[src/rtl/multicycle_ctrl_if.sv]
// Memory handshake between the multicycle controller and the memory system.
// The controller drives the request side and memory returns completion.
interface multicycle_ctrl_if;
    logic mem_req;
    logic mem_we;
    logic addr_sel;
    logic mem_ready;

    modport master (
        output mem_req,
        output mem_we,
        output addr_sel,
        input  mem_ready
    );

    modport slave (
        input  mem_req,
        input  mem_we,
        input  addr_sel,
        output mem_ready
    );
endinterface

[src/rtl/multicycle_ctrl.sv]
// Control FSM for a multicycle RV32I-subset datapath: FETCH/DECODE/EXEC/MEM/WB
// with a sticky TRAP state for unsupported opcodes and a retired-instruction counter.
module multicycle_ctrl #(
    parameter int INSTRET_W = 32
) (
    input  logic                 clk,
    input  logic                 rst,
    input  logic [31:0]          ir,
    input  logic                 br_taken,
    multicycle_ctrl_if.master    bus,
    output logic                 ir_we,
    output logic                 mdr_we,
    output logic                 pc_we,
    output logic                 reg_we,
    output logic                 pc_src,
    output logic [1:0]           alu_src_a,
    output logic                 alu_src_b,
    output logic [1:0]           alu_op,
    output logic [1:0]           wb_sel,
    output logic [2:0]           state,
    output logic                 illegal,
    output logic                 instr_done,
    output logic [INSTRET_W-1:0] instret
);

    typedef enum logic [2:0] {
        FETCH  = 3'd0,
        DECODE = 3'd1,
        EXEC   = 3'd2,
        MEM    = 3'd3,
        WB     = 3'd4,
        TRAP   = 3'd5
    } state_t;

    localparam logic [6:0] OP_R     = 7'b0110011;
    localparam logic [6:0] OP_I     = 7'b0010011;
    localparam logic [6:0] OP_LW    = 7'b0000011;
    localparam logic [6:0] OP_SW    = 7'b0100011;
    localparam logic [6:0] OP_BR    = 7'b1100011;
    localparam logic [6:0] OP_LUI   = 7'b0110111;
    localparam logic [6:0] OP_AUIPC = 7'b0010111;
    localparam logic [6:0] OP_JAL   = 7'b1101111;

    state_t     state_q;
    state_t     next_state;
    logic [6:0] opcode;
    logic       supported;
    logic       unused_ir;

    assign opcode    = ir[6:0];
    assign unused_ir = ^ir[31:7];
    assign state     = state_q;

    always_comb begin
        supported = 1'b0;
        case (opcode)
            OP_R, OP_I, OP_LW, OP_SW, OP_BR, OP_LUI, OP_AUIPC, OP_JAL: supported = 1'b1;
            default: supported = 1'b0;
        endcase
    end

    always_ff @(posedge clk or posedge rst) begin
        if (rst) state_q <= FETCH;
        else     state_q <= next_state;
    end

    always_comb begin
        next_state   = state_q;
        bus.mem_req  = 1'b0;
        bus.mem_we   = 1'b0;
        bus.addr_sel = 1'b0;
        ir_we        = 1'b0;
        mdr_we       = 1'b0;
        pc_we        = 1'b0;
        reg_we       = 1'b0;
        pc_src       = 1'b0;
        alu_src_a    = 2'd0;
        alu_src_b    = 1'b0;
        alu_op       = 2'd0;
        wb_sel       = 2'd0;
        illegal      = 1'b0;
        instr_done   = 1'b0;

        case (state_q)
            FETCH: begin
                bus.mem_req = 1'b1;
                if (bus.mem_ready) begin
                    ir_we      = 1'b1;
                    next_state = DECODE;
                end
            end
            DECODE: next_state = supported ? EXEC : TRAP;
            EXEC: begin
                case (opcode)
                    OP_R: begin
                        alu_op     = 2'd1;
                        next_state = WB;
                    end
                    OP_I: begin
                        alu_src_b  = 1'b1;
                        alu_op     = 2'd1;
                        next_state = WB;
                    end
                    OP_LW, OP_SW: begin
                        alu_src_b  = 1'b1;
                        next_state = MEM;
                    end
                    OP_BR: begin
                        alu_op     = 2'd2;
                        pc_we      = 1'b1;
                        pc_src     = br_taken;
                        instr_done = 1'b1;
                        next_state = FETCH;
                    end
                    OP_LUI: begin
                        alu_src_a  = 2'd2;
                        alu_src_b  = 1'b1;
                        next_state = WB;
                    end
                    OP_AUIPC: begin
                        alu_src_a  = 2'd1;
                        alu_src_b  = 1'b1;
                        next_state = WB;
                    end
                    OP_JAL: begin
                        reg_we     = 1'b1;
                        wb_sel     = 2'd2;
                        pc_we      = 1'b1;
                        pc_src     = 1'b1;
                        instr_done = 1'b1;
                        next_state = FETCH;
                    end
                    default: next_state = TRAP;
                endcase
            end
            MEM: begin
                // Request lines depend only on state and opcode, so they stay stable across waits
                bus.mem_req  = 1'b1;
                bus.addr_sel = 1'b1;
                bus.mem_we   = (opcode == OP_SW);
                if (bus.mem_ready) begin
                    if (opcode == OP_SW) begin
                        pc_we      = 1'b1;
                        instr_done = 1'b1;
                        next_state = FETCH;
                    end else begin
                        mdr_we     = 1'b1;
                        next_state = WB;
                    end
                end
            end
            WB: begin
                reg_we     = 1'b1;
                wb_sel     = (opcode == OP_LW) ? 2'd1 : 2'd0;
                pc_we      = 1'b1;
                instr_done = 1'b1;
                next_state = FETCH;
            end
            TRAP: illegal = 1'b1;
            default: next_state = FETCH;
        endcase

        // Reset must silence the memory port and all enables even between clock edges
        if (rst) begin
            bus.mem_req  = 1'b0;
            bus.mem_we   = 1'b0;
            bus.addr_sel = 1'b0;
            ir_we        = 1'b0;
            mdr_we       = 1'b0;
            pc_we        = 1'b0;
            reg_we       = 1'b0;
            pc_src       = 1'b0;
            alu_src_a    = 2'd0;
            alu_src_b    = 1'b0;
            alu_op       = 2'd0;
            wb_sel       = 2'd0;
            illegal      = 1'b0;
            instr_done   = 1'b0;
        end
    end

    always_ff @(posedge clk or posedge rst) begin
        if (rst)             instret <= '0;
        else if (instr_done) instret <= instret + {{(INSTRET_W-1){1'b0}}, 1'b1};
    end

endmodule

[src/flat_wrapper.sv]
// flat-port wrapper written by rule: the top's interface ports become plain ports
module multicycle_ctrl_flat 
#(
    parameter int INSTRET_W = 32
)
  (clk, rst, ir, br_taken, ir_we, mdr_we, pc_we, reg_we, pc_src, alu_src_a, alu_src_b, alu_op, wb_sel, state, illegal, instr_done, instret, bus_mem_req, bus_mem_we, bus_addr_sel, bus_mem_ready);
  multicycle_ctrl_if bus_i ();
  input  logic clk;
  input  logic rst;
  input  logic [31:0] ir;
  input  logic br_taken;
  output logic ir_we;
  output logic mdr_we;
  output logic pc_we;
  output logic reg_we;
  output logic pc_src;
  output logic [1:0] alu_src_a;
  output logic alu_src_b;
  output logic [1:0] alu_op;
  output logic [1:0] wb_sel;
  output logic [2:0] state;
  output logic illegal;
  output logic instr_done;
  output logic [INSTRET_W-1:0] instret;
  output wire logic [$bits(bus_i.mem_req)-1:0] bus_mem_req;
  output wire logic [$bits(bus_i.mem_we)-1:0] bus_mem_we;
  output wire logic [$bits(bus_i.addr_sel)-1:0] bus_addr_sel;
  input wire logic [$bits(bus_i.mem_ready)-1:0] bus_mem_ready;
  assign bus_mem_req = bus_i.mem_req;
  assign bus_mem_we = bus_i.mem_we;
  assign bus_addr_sel = bus_i.addr_sel;
  assign bus_i.mem_ready = bus_mem_ready;
  multicycle_ctrl #(.INSTRET_W(INSTRET_W)) u_core (.clk(clk), .rst(rst), .ir(ir), .br_taken(br_taken), .bus(bus_i), .ir_we(ir_we), .mdr_we(mdr_we), .pc_we(pc_we), .reg_we(reg_we), .pc_src(pc_src), .alu_src_a(alu_src_a), .alu_src_b(alu_src_b), .alu_op(alu_op), .wb_sel(wb_sel), .state(state), .illegal(illegal), .instr_done(instr_done), .instret(instret));
endmodule
[config.mk]
export PLATFORM = sky130hd
export DESIGN_NAME = multicycle_ctrl_flat
export DESIGN_NICKNAME = d
export VERILOG_FILES = /design/src/rtl/multicycle_ctrl_if.sv /design/src/rtl/multicycle_ctrl.sv /design/src/flat_wrapper.sv
export SDC_FILE = /design/constraint.sdc
export NUM_CORES = 1
export LEC_CHECK = 0
export ABC_AREA = 1
export CORE_MARGIN = 3
export CORE_UTILIZATION = 47
export CTS_CLUSTER_SIZE = 40
export DETAILED_ROUTE_END_ITERATION = 10
export HOLD_SLACK_MARGIN = 0.1
export PLACE_DENSITY_LB_ADDON = 0.08
export SKIP_CTS_REPAIR_TIMING = 1
export SLEW_MARGIN = 15
export SYNTH_ARGS = -nofsm -noshare
export SYNTH_HDL_FRONTEND = slang
export SYNTH_SLANG_ARGS = --single-unit
[constraint.sdc]
create_clock -name clk -period 4.3 [get_ports clk]
set_clock_uncertainty 0.2 [all_clocks]
set_input_delay 1.29 -clock clk [delete_from_list [all_inputs] [get_ports clk]]
set_output_delay 1.29 -clock clk [all_outputs]
set_load 0.01 [all_outputs]
==> load_flow_metrics.sql, run 1 <==
INSERT INTO impl_metrics (metric_group, metric, value, unit) VALUES
('run_status', 'outcome', 'complete, but fails checks', ''),
('run_status', 'violations', 'setup timing', ''),
('floorplanning', 'chipWidth', '81', 'um'),
('worst_setup_path', 'path_max_fanout', '3', ''),
('drt', 'm1_wl', '3100', 'um'),
('drt', 'first_iter_violations', '147', ''),
('worst_setup_path', 'regToRegStartpoint', 'u_core.state[2]$_DFFE_PP0P_', ''),
('clock_network', 'clk_path_buf_depth', '2', ''),
('sta', 'tightest_slew', '0.490', 'ns'),
('floorplanning', 'dieHeight', '81', 'um'),
('clock_network', 'cts_tree', 'built', ''),
('synth', 'synth_sequential_area_ratio', '0.331', ''),
('power_and_ir_drop', 'power.leakage', '1.69', 'nW'),
('sta', 'finalSetupViolations', '5', ''),
('power_and_ir_drop', 'clockPowerShare', '0.162', ''),
('worst_setup_path', 'cp.arrival', '2.97', 'ns'),
('sta', 'holdWs', '0.333', 'ns'),
('sta', 'fin_crit', '4.46', 'ns'),
('global_routing', 'grt_start_max_net_pins', '41', ''),
('clock_network', 'cts_buffers', '5', ''),
('drt', 'drtPass1Iterations', '4', ''),
('global_routing', 'grt_pass1_vias', '2601', ''),
('clock_network', 'clockRootBuffer', 'sky130_fd_sc_hd__clkbuf_8', ''),
('finish', 'finish.net_count', '518', ''),
('clock_network', 'clock_transition_at_the_registers_of_the_reported_paths', '0.07', 'ns'),
('sta', 'report.final.slew_viol_count', '0', ''),
('synth', 'synth_area_per_cell', '6.50', 'um2'),
('sta', 'finalWorstSetupSlack', '-0.162', 'ns'),
('drt', 'route.detailed.vias_per_inst', '4.97', ''),
('synth', 'synth_top_area_share', '0.331', ''),
('worst_setup_path', 'reg2regPathDepth', '8', ''),
('worst_setup_path', 'crit_path_end_kind', 'output pin', ''),
('min_path', 'hold-path-cell-count', '2', ''),
('global_routing', 'antenna_found_initial', '0', ''),
('global_routing', 'globalRouteOverflowTotal', '0', ''),
('clock_network', 'tritoncts_num_sinks', '35', ''),
('job', 'maxCapViolCount', '0', ''),
('synth', 'netlist_instances', '407', ''),
('synth', 'syn_nets', '444', ''),
('power_and_ir_drop', 'power.ir.vdd_worst', '0.268', 'mV'),
('sta', 'period_share', '1.04', ''),
('sta', 'grt_setup_unrepaired', 'true', ''),
('power_and_ir_drop', 'p_int', '0.883', 'mW'),
('worst_setup_path', 'critPathLaunch', 'ir[6]', ''),
('finish', 'syn2layout_area_growth', '32.1', '%'),
('drt', 'drt-total-wl', '6830', 'um'),
('drt', 'avgRoutedWirePerCell', '12.4', 'um'),
('power_and_ir_drop', 'share_comb_of_total_power', '0.464', ''),
('floorplanning', 'die_area', '0.00656', 'mm2'),
('power_and_ir_drop', 'power_density', '429', 'mW/mm2'),
('worst_setup_path', 'startpoint_type', 'input pin', ''),
('clock_network', 'cts-htree-levels', '2', ''),
('drt', 'via_count', '2745', ''),
('worst_setup_path', 'critPathKind', 'in2out', ''),
('synth', 'synth_top_cell_by_area', 'sky130_fd_sc_hd__dfrtp_1', ''),
('power_and_ir_drop', 'power.share.switching', '0.411', ''),
('sta', 'slew-limit-headroom', '0.673', ''),
('synth', 'ys.warnings.count', '0', ''),
('finish', 'mostFrequentLayoutCell', 'sky130_fd_sc_hd__nand2_1', ''),
('drt', 'met2_length', '3200', 'um'),
('power_and_ir_drop', 'switching_power', '0.616', 'mW'),
('floorplanning', 'boundaryPins', '88', ''),
('sta', 'fin_tns_setup', '-0.537', 'ns'),
('sta', 'timing_hold_violations_final', '0', ''),
('synth', 'synthesis.area', '0.00264', 'mm2'),
('finish', 'mostFrequentLayoutCells', 'sky130_fd_sc_hd__nand2_1 (154), sky130_fd_sc_hd__clkdlybuf4s50_1 (53), sky130_fd_sc_hd__nor2_1 (50), sky130_fd_sc_hd__inv_1 (46), sky130_fd_sc_hd__dfrtp_1 (35)', ''),
('placed_design', 'numPlacedInstances', '544', ''),
('floorplanning', 'floorplan.core_area', '0.00527', 'mm2'),
('finish', 'drive_gt1_frac', '0.108', ''),
('synth', 'synth_top_cells_by_area', 'sky130_fd_sc_hd__dfrtp_1 (33%), sky130_fd_sc_hd__nand2_1 (22%), sky130_fd_sc_hd__nor2_1 (7.5%)', ''),
('drt', 'drt_drc_violations_left', '0', '');
-- worst max-delay path, stage by stage --
cell and delay (ns):
sky130_fd_sc_hd__clkdlybuf4s50_1 0.48, sky130_fd_sc_hd__inv_1 0.09, sky130_fd_sc_hd__nor2_4 0.14, sky130_fd_sc_hd__nand2_1 0.09
sky130_fd_sc_hd__nand2_2 0.10, sky130_fd_sc_hd__nand2_2 0.05, sky130_fd_sc_hd__nand3_2 0.08, sky130_fd_sc_hd__nand2_4 0.06
sky130_fd_sc_hd__clkinv_4 0.05, sky130_fd_sc_hd__clkdlybuf4s50_1 0.54
-- stage by stage --
step           area (um2)  total power, mW  utilization
3_5_place_dp         3370             1.26        0.640
2_1_floorplan        2640            0.954            -
4_1_cts              3460             1.51        0.656
3_3_place_gp         3370             1.25        0.640
6_report             3490             1.50        0.663
5_1_grt              3490             1.60        0.663
-- synthesized netlist by cell type (all sizes together) --
cell and number:
nand3 23, nand3b 5, nor3b 1, clkinv 1
nor2 55, xor2 15, o21ai 24, nor3 18
nand2 162, inv 47, xnor2 4, buf 8
ha 1, dfrtp 35, a21oi 5, nand4 3
-- area by class of cell --
cell class,count,area [um2]
multi-input combinational,316,1520
inverter,48,185
fill,497,1780
tap,70,87.6
timing repair buffer,75,741
clock inverter,2,12.5
sequential,35,876
clock buffer,6,72.6
-- power groups by stage --
stage,clock network [mW],logic (mW),registers (mW)
floorplan,0,0.370,0.584
global placement,0,0.685,0.563
detailed placement,0,0.700,0.565
CTS,0.246,0.702,0.560
global route,0.257,0.768,0.579
finish,0.242,0.695,0.561
-- registers in the layout, indices dropped and copies added (netlist names) --
| signal | count |
|---|---|
| u_core.instret | 32 |
| u_core.state | 3 |
-- kinds of logic after synthesis --
| family | after synthesis | synth area share |
|---|---|---|
| AO/OA/AOI/OAI | 29 | 0.0748 |
| XOR/XNOR | 19 | 0.0629 |
| adder cells (fa/ha/maj) | 1 | 0.00473 |
| buffers and inverters | 56 | 0.0984 |
| flip-flops | 35 | 0.331 |
| AND/OR/NAND/NOR | 267 | 0.428 |
-- per-layer routing --
layer	vias up	track usage
met2	72	0.371
met3	16	0.0355
li1	1410	-
met5	-	0
met1	1247	0.287
met4	0	0.0912
-- final timing paths --
| kind | endpoint | slack, ns |
|---|---|---|
| min reg2reg | u_core.instret[31]$_DFFE_PP0P_ | 0.33 |
| min | u_core.instret[31]$_DFFE_PP0P_ | 0.33 |
| min in group asynchronous | u_core.instret[16]$_DFFE_PP0P_ | 1.44 |
| max in group asynchronous | u_core.instret[5]$_DFFE_PP0P_ | 2.14 |
| max | pc_we | -0.16 |
| max reg2reg | u_core.instret[23]$_DFFE_PP0P_ | 2.26 |
Note: power is estimated with default switching activity, not from simulation.
==> run 2: changes to the inputs <==
--- a/config.mk
+++ b/config.mk
@@ -5,13 +5,13 @@
 export SDC_FILE = /design/constraint.sdc
 export NUM_CORES = 1
 export LEC_CHECK = 0
-export ABC_AREA = 1
 export CORE_MARGIN = 3
-export CORE_UTILIZATION = 47
+export CORE_UTILIZATION = 42
 export CTS_CLUSTER_SIZE = 40
 export DETAILED_ROUTE_END_ITERATION = 10
+export GPL_TIMING_DRIVEN = 0
 export HOLD_SLACK_MARGIN = 0.1
-export PLACE_DENSITY_LB_ADDON = 0.08
+export PLACE_DENSITY = 0.8
 export SKIP_CTS_REPAIR_TIMING = 1
 export SLEW_MARGIN = 15
 export SYNTH_ARGS = -nofsm -noshare
==> load_flow_metrics.sql, run 2 <==
INSERT INTO impl_metrics (metric_group, metric, value, unit) VALUES
('worst_setup_path', 'path_max_fanout', '7', ''),
('finish', 'syn2layout_area_growth', '46.5', '%'),
('drt', 'avgRoutedWirePerCell', '15.4', 'um'),
('finish', 'finish.net_count', '342', ''),
('synth', 'distinct_cell_type_count_after_synthesis', '41', ''),
('worst_setup_path', 'cp.arrival', '2.78', 'ns'),
('global_routing', 'grt_pass1_vias', '1806', ''),
('drt', 'route.detailed.vias_per_inst', '5.40', ''),
('clock_network', 'tritoncts_num_sinks', '35', ''),
('power_and_ir_drop', 'power.ir.vdd_worst', '0.154', 'mV'),
('synth', 'combinational_family_with_the_most_area_after_synthesis', 'simple AND/OR/NAND/NOR gates', ''),
('sta', 'timing_hold_violations_final', '0', ''),
('floorplanning', 'dieHeight', '75.9', 'um'),
('clock_network', 'clock_latency_on_the_worst_skew_pair', '0.28', 'ns'),
('synth', 'syn_nets', '258', ''),
('sta', 'slew-limit-headroom', '0.329', ''),
('drt', 'detail-route-antenna-nets', '0', ''),
('drt', 'drt_drc_violations_left', '0', ''),
('worst_setup_path', 'crit_required', '2.81', 'ns'),
('power_and_ir_drop', 'power.leakage', '1.43', 'nW'),
('synth', 'yosysMostFrequentCell', 'sky130_fd_sc_hd__dfrtp_1', ''),
('power_and_ir_drop', 'power_density', '198', 'mW/mm2'),
('finish', 'largest_register_ff_count', '32', ''),
('synth', 'synth_xor_area_frac', '0.132', ''),
('global_routing', 'track_usage', '0.196', ''),
('placed_design', 'io_buffers', '62', ''),
('synth', 'synth_area_per_cell', '9.27', 'um2'),
('synth', 'synth_top_area_share', '0.427', ''),
('synth', 'async_reset_ff_frac', '1.00', ''),
('finish', 'biggest_register', 'u_core.instret', ''),
('floorplanning', 'boundaryPins', '88', ''),
('min_path', 'min_path_type', 'reg2reg', ''),
('drt', 'via_count', '2002', ''),
('synth', 'synthesis.area', '0.00205', 'mm2'),
('sta', 'finalSetupViolations', '0', ''),
('finish', 'mostFrequentLayoutCells', 'sky130_fd_sc_hd__clkdlybuf4s50_1 (43), sky130_fd_sc_hd__dfrtp_1 (35), sky130_fd_sc_hd__xnor2_1 (27), sky130_fd_sc_hd__nand2_1 (21), sky130_fd_sc_hd__nor2_1 (21)', ''),
('run_status', 'outcome', 'completed', ''),
('worst_setup_path', 'path_cells', 'clkdlybuf4s50_1 -> nand2_1 -> a2111oi_4 -> nor3_4 -> clkinv_4 -> buf_4 -> buf_4', ''),
('power_and_ir_drop', 'fin_total_pwr', '0.596', 'mW'),
('clock_network', 'cts_buffers', '5', ''),
('synth', 'synth_top_cell_by_area', 'sky130_fd_sc_hd__dfrtp_1', ''),
('synth', 'synth_top_cells_by_area', 'sky130_fd_sc_hd__dfrtp_1 (43%), sky130_fd_sc_hd__xnor2_1 (12%), sky130_fd_sc_hd__nand4_1 (4.9%)', ''),
('floorplanning', 'die_area', '0.00575', 'mm2'),
('job', 'maxCapViolCount', '0', ''),
('finish', 'mostFrequentLayoutCell', 'sky130_fd_sc_hd__clkdlybuf4s50_1', ''),
('synth', 'post_synth_mux_area_share', '0', ''),
('synth', 'post_synth_most_frequent_cells', 'sky130_fd_sc_hd__dfrtp_1 (35), sky130_fd_sc_hd__xnor2_1 (27), sky130_fd_sc_hd__nor2_1 (23), sky130_fd_sc_hd__nand2_1 (21), sky130_fd_sc_hd__nand4_1 (16)', ''),
('sta', 'fin_crit', '4.27', 'ns'),
('clock_network', 'cts_tree', 'built', ''),
('global_routing', 'global_route_wire_length_before_repair', '8710', 'um'),
('synth', 'synth-seq-cells', '35', ''),
('finish', 'layout.cells.non_filler', '371', ''),
('drt', 'drt-total-wl', '5730', 'um'),
('finish', 'diodes', '0', ''),
('sta', 'timing.fmax', '234', 'MHz'),
('floorplanning', 'num_rows', '24', ''),
('worst_setup_path', 'critical-path-slowest-cell', 'sky130_fd_sc_hd__clkdlybuf4s50_1', ''),
('drt', 'drtPass1Iterations', '4', ''),
('sta', 'period_share', '0.993', ''),
('clock_network', 'clock_transition_at_the_registers_of_the_reported_paths', '0.07', 'ns'),
('placed_design', 'detailed_place.area', '0.00275', 'mm2'),
('synth', 'ys.warnings.count', '0', ''),
('worst_setup_path', 'crit_path_frequent_cell', 'sky130_fd_sc_hd__buf_4', ''),
('worst_setup_path', 'startpoint_type', 'input pin', ''),
('sta', 'holdWs', '0.266', 'ns'),
('sta', 'grt_setup_unrepaired', 'true', ''),
('finish', 'fillers', '376', ''),
('drt', 'first_iter_violations', '163', ''),
('sta', 'report.final.slew_viol_count', '0', ''),
('synth', 'synth_compound_area_frac', '0.0629', ''),
('clock_network', 'clockRootBuffer', 'sky130_fd_sc_hd__clkbuf_8', ''),
('worst_setup_path', 'cp_slowest_stage_delay', '0.43', 'ns'),
('floorplanning', 'initial_core_util', '0.452', ''),
('sta', 'tightest_slew', '0.998', 'ns'),
('placed_design', 'hpwlAfterDp', '3910', 'um'),
('floorplanning', 'chipWidth', '75.9', 'um'),
('global_routing', 'grt_start_max_net_pins', '36', ''),
('finish', 'layout.cell_area.non_filler', '0.00300', 'mm2'),
('placed_design', 'weighted_congestion_at_the_end_of_routability_driven_global_placement', '0.889', ''),
('synth', 'ys_dominant_reg_cell', 'sky130_fd_sc_hd__dfrtp_1', ''),
('synth', 'number_of_enable_flip_flop_cells_after_synthesis', '0', ''),
('finish', 'drive_gt1_frac', '0.154', ''),
('synth', 'netlist_instances', '221', ''),
('worst_setup_path', 'critPathKind', 'in2out', ''),
('floorplanning', 'floorplan.core_area', '0.00453', 'mm2'),
('synth', 'synth_sequential_area_ratio', '0.427', ''),
('placed_design', 'numPlacedInstances', '348', ''),
('clock_network', 'clk_path_buf_depth', '2', ''),
('worst_setup_path', 'crit_path_end_kind', 'output pin', ''),
('global_routing', 'antenna_found_initial', '0', ''),
('global_routing', 'globalRouteOverflowTotal', '0', ''),
('clock_network', 'cts-htree-levels', '2', ''),
('synth', 'post_synth_fa_ha_maj_area_fraction', '0.00611', ''),
('synth', 'post_synth_and_or_nand_nor_area_fraction', '0.336', '');
## run 2: changes by cell type in the layout (fill, tap and decap cells not counted), sizes merged, moves of 11 or more
cell,delta
nand2,-141
xnor2,+23
buf,+11
xor2,-11
nand4,+13
nor2,-32
inv,-43
o21ai,-20
and3,+12
nor3,-13
## run 2: per-layer routing
metal / global-route usage / vias up / wire (um) / share of wire
met5: 0 / - / 0 / 0
met3: 0.0409 / 11 / 363 / 0.063
met1: 0.291 / 964 / 2500 / 0.44
li1: - / 948 / - / -
met4: 0.0583 / 0 / 101 / 0.018
met2: 0.286 / 79 / 2770 / 0.48
## run 2: path summary, 6_finish.rpt
check / slack, ns / cells past startpoint / start / endpoint
min in group asynchronous: 1.06 / 2 / rst / u_core.instret[24]$_DFFE_PP0P_
min: 0.27 / 1 / u_core.instret[31]$_DFFE_PP0P_ / u_core.instret[31]$_DFFE_PP0P_
max reg2reg: 1.79 / 5 / u_core.instret[8]$_DFFE_PP0P_ / u_core.instret[22]$_DFFE_PP0P_
max: 0.03 / 7 / ir[1] / pc_we
max in group asynchronous: 2.39 / 2 / rst / u_core.instret[1]$_DFFE_PP0P_
min reg2reg: 0.27 / 1 / u_core.instret[31]$_DFFE_PP0P_ / u_core.instret[31]$_DFFE_PP0P_
## run 2: logic make-up after synthesis
kind of cell             after synthesis
flip-flops                            35
XOR/XNOR                              31
adder cells (fa/ha/maj)                1
AO/OA/AOI/OAI                         16
buffers and inverters                 15
AND/OR/NAND/NOR                      123
## run 2: final cells by class
type                       count  area [um2]  share of cell area
buffer                         9        45.0              0.0150
clock buffer                   7        76.3              0.0254
clock inverter                 1        5.00             0.00167
inverter                       5        23.8             0.00792
multi-input combinational    171        1130               0.376
sequential                    35         876               0.292
tap                           65        81.3              0.0271
timing repair buffer          78         764               0.255
## run 2: worst max-delay path: cells and delay by family
family | cells | cell delay [ns]
buf+inv | 4 | 0.85
simple gates | 2 | 0.55
compound gates | 1 | 0.09
## run 2: report_power, final
group	switching (mW)	internal (mW)
combinational	0.0238	0.0146
sequential	0.000353	0.329
clock	0.114	0.114
total	0.138	0.458
## run 2: metrics by stage
step / util / TNS (ns) / setup WS (ns)
5_1_grt: 0.662 / -0.189 / -0.0584
4_1_cts: 0.625 / -6.61 / -1.18
3_3_place_gp: 0.607 / -6.54 / -1.12
3_5_place_dp: 0.607 / -6.58 / -1.18
6_report: 0.662 / 0 / 0.0299
2_1_floorplan: - / 0 / 0.129
==> run 3: changes to the inputs <==
--- a/config.mk
+++ b/config.mk
@@ -13,7 +13,7 @@
 export HOLD_SLACK_MARGIN = 0.1
 export PLACE_DENSITY = 0.8
 export SKIP_CTS_REPAIR_TIMING = 1
-export SLEW_MARGIN = 15
+export SLEW_MARGIN = 20
 export SYNTH_ARGS = -nofsm -noshare
 export SYNTH_HDL_FRONTEND = slang
 export SYNTH_SLANG_ARGS = --single-unit
==> results of run 3 <==
The final DEF is identical to that of run 2; final timing and power are the same.
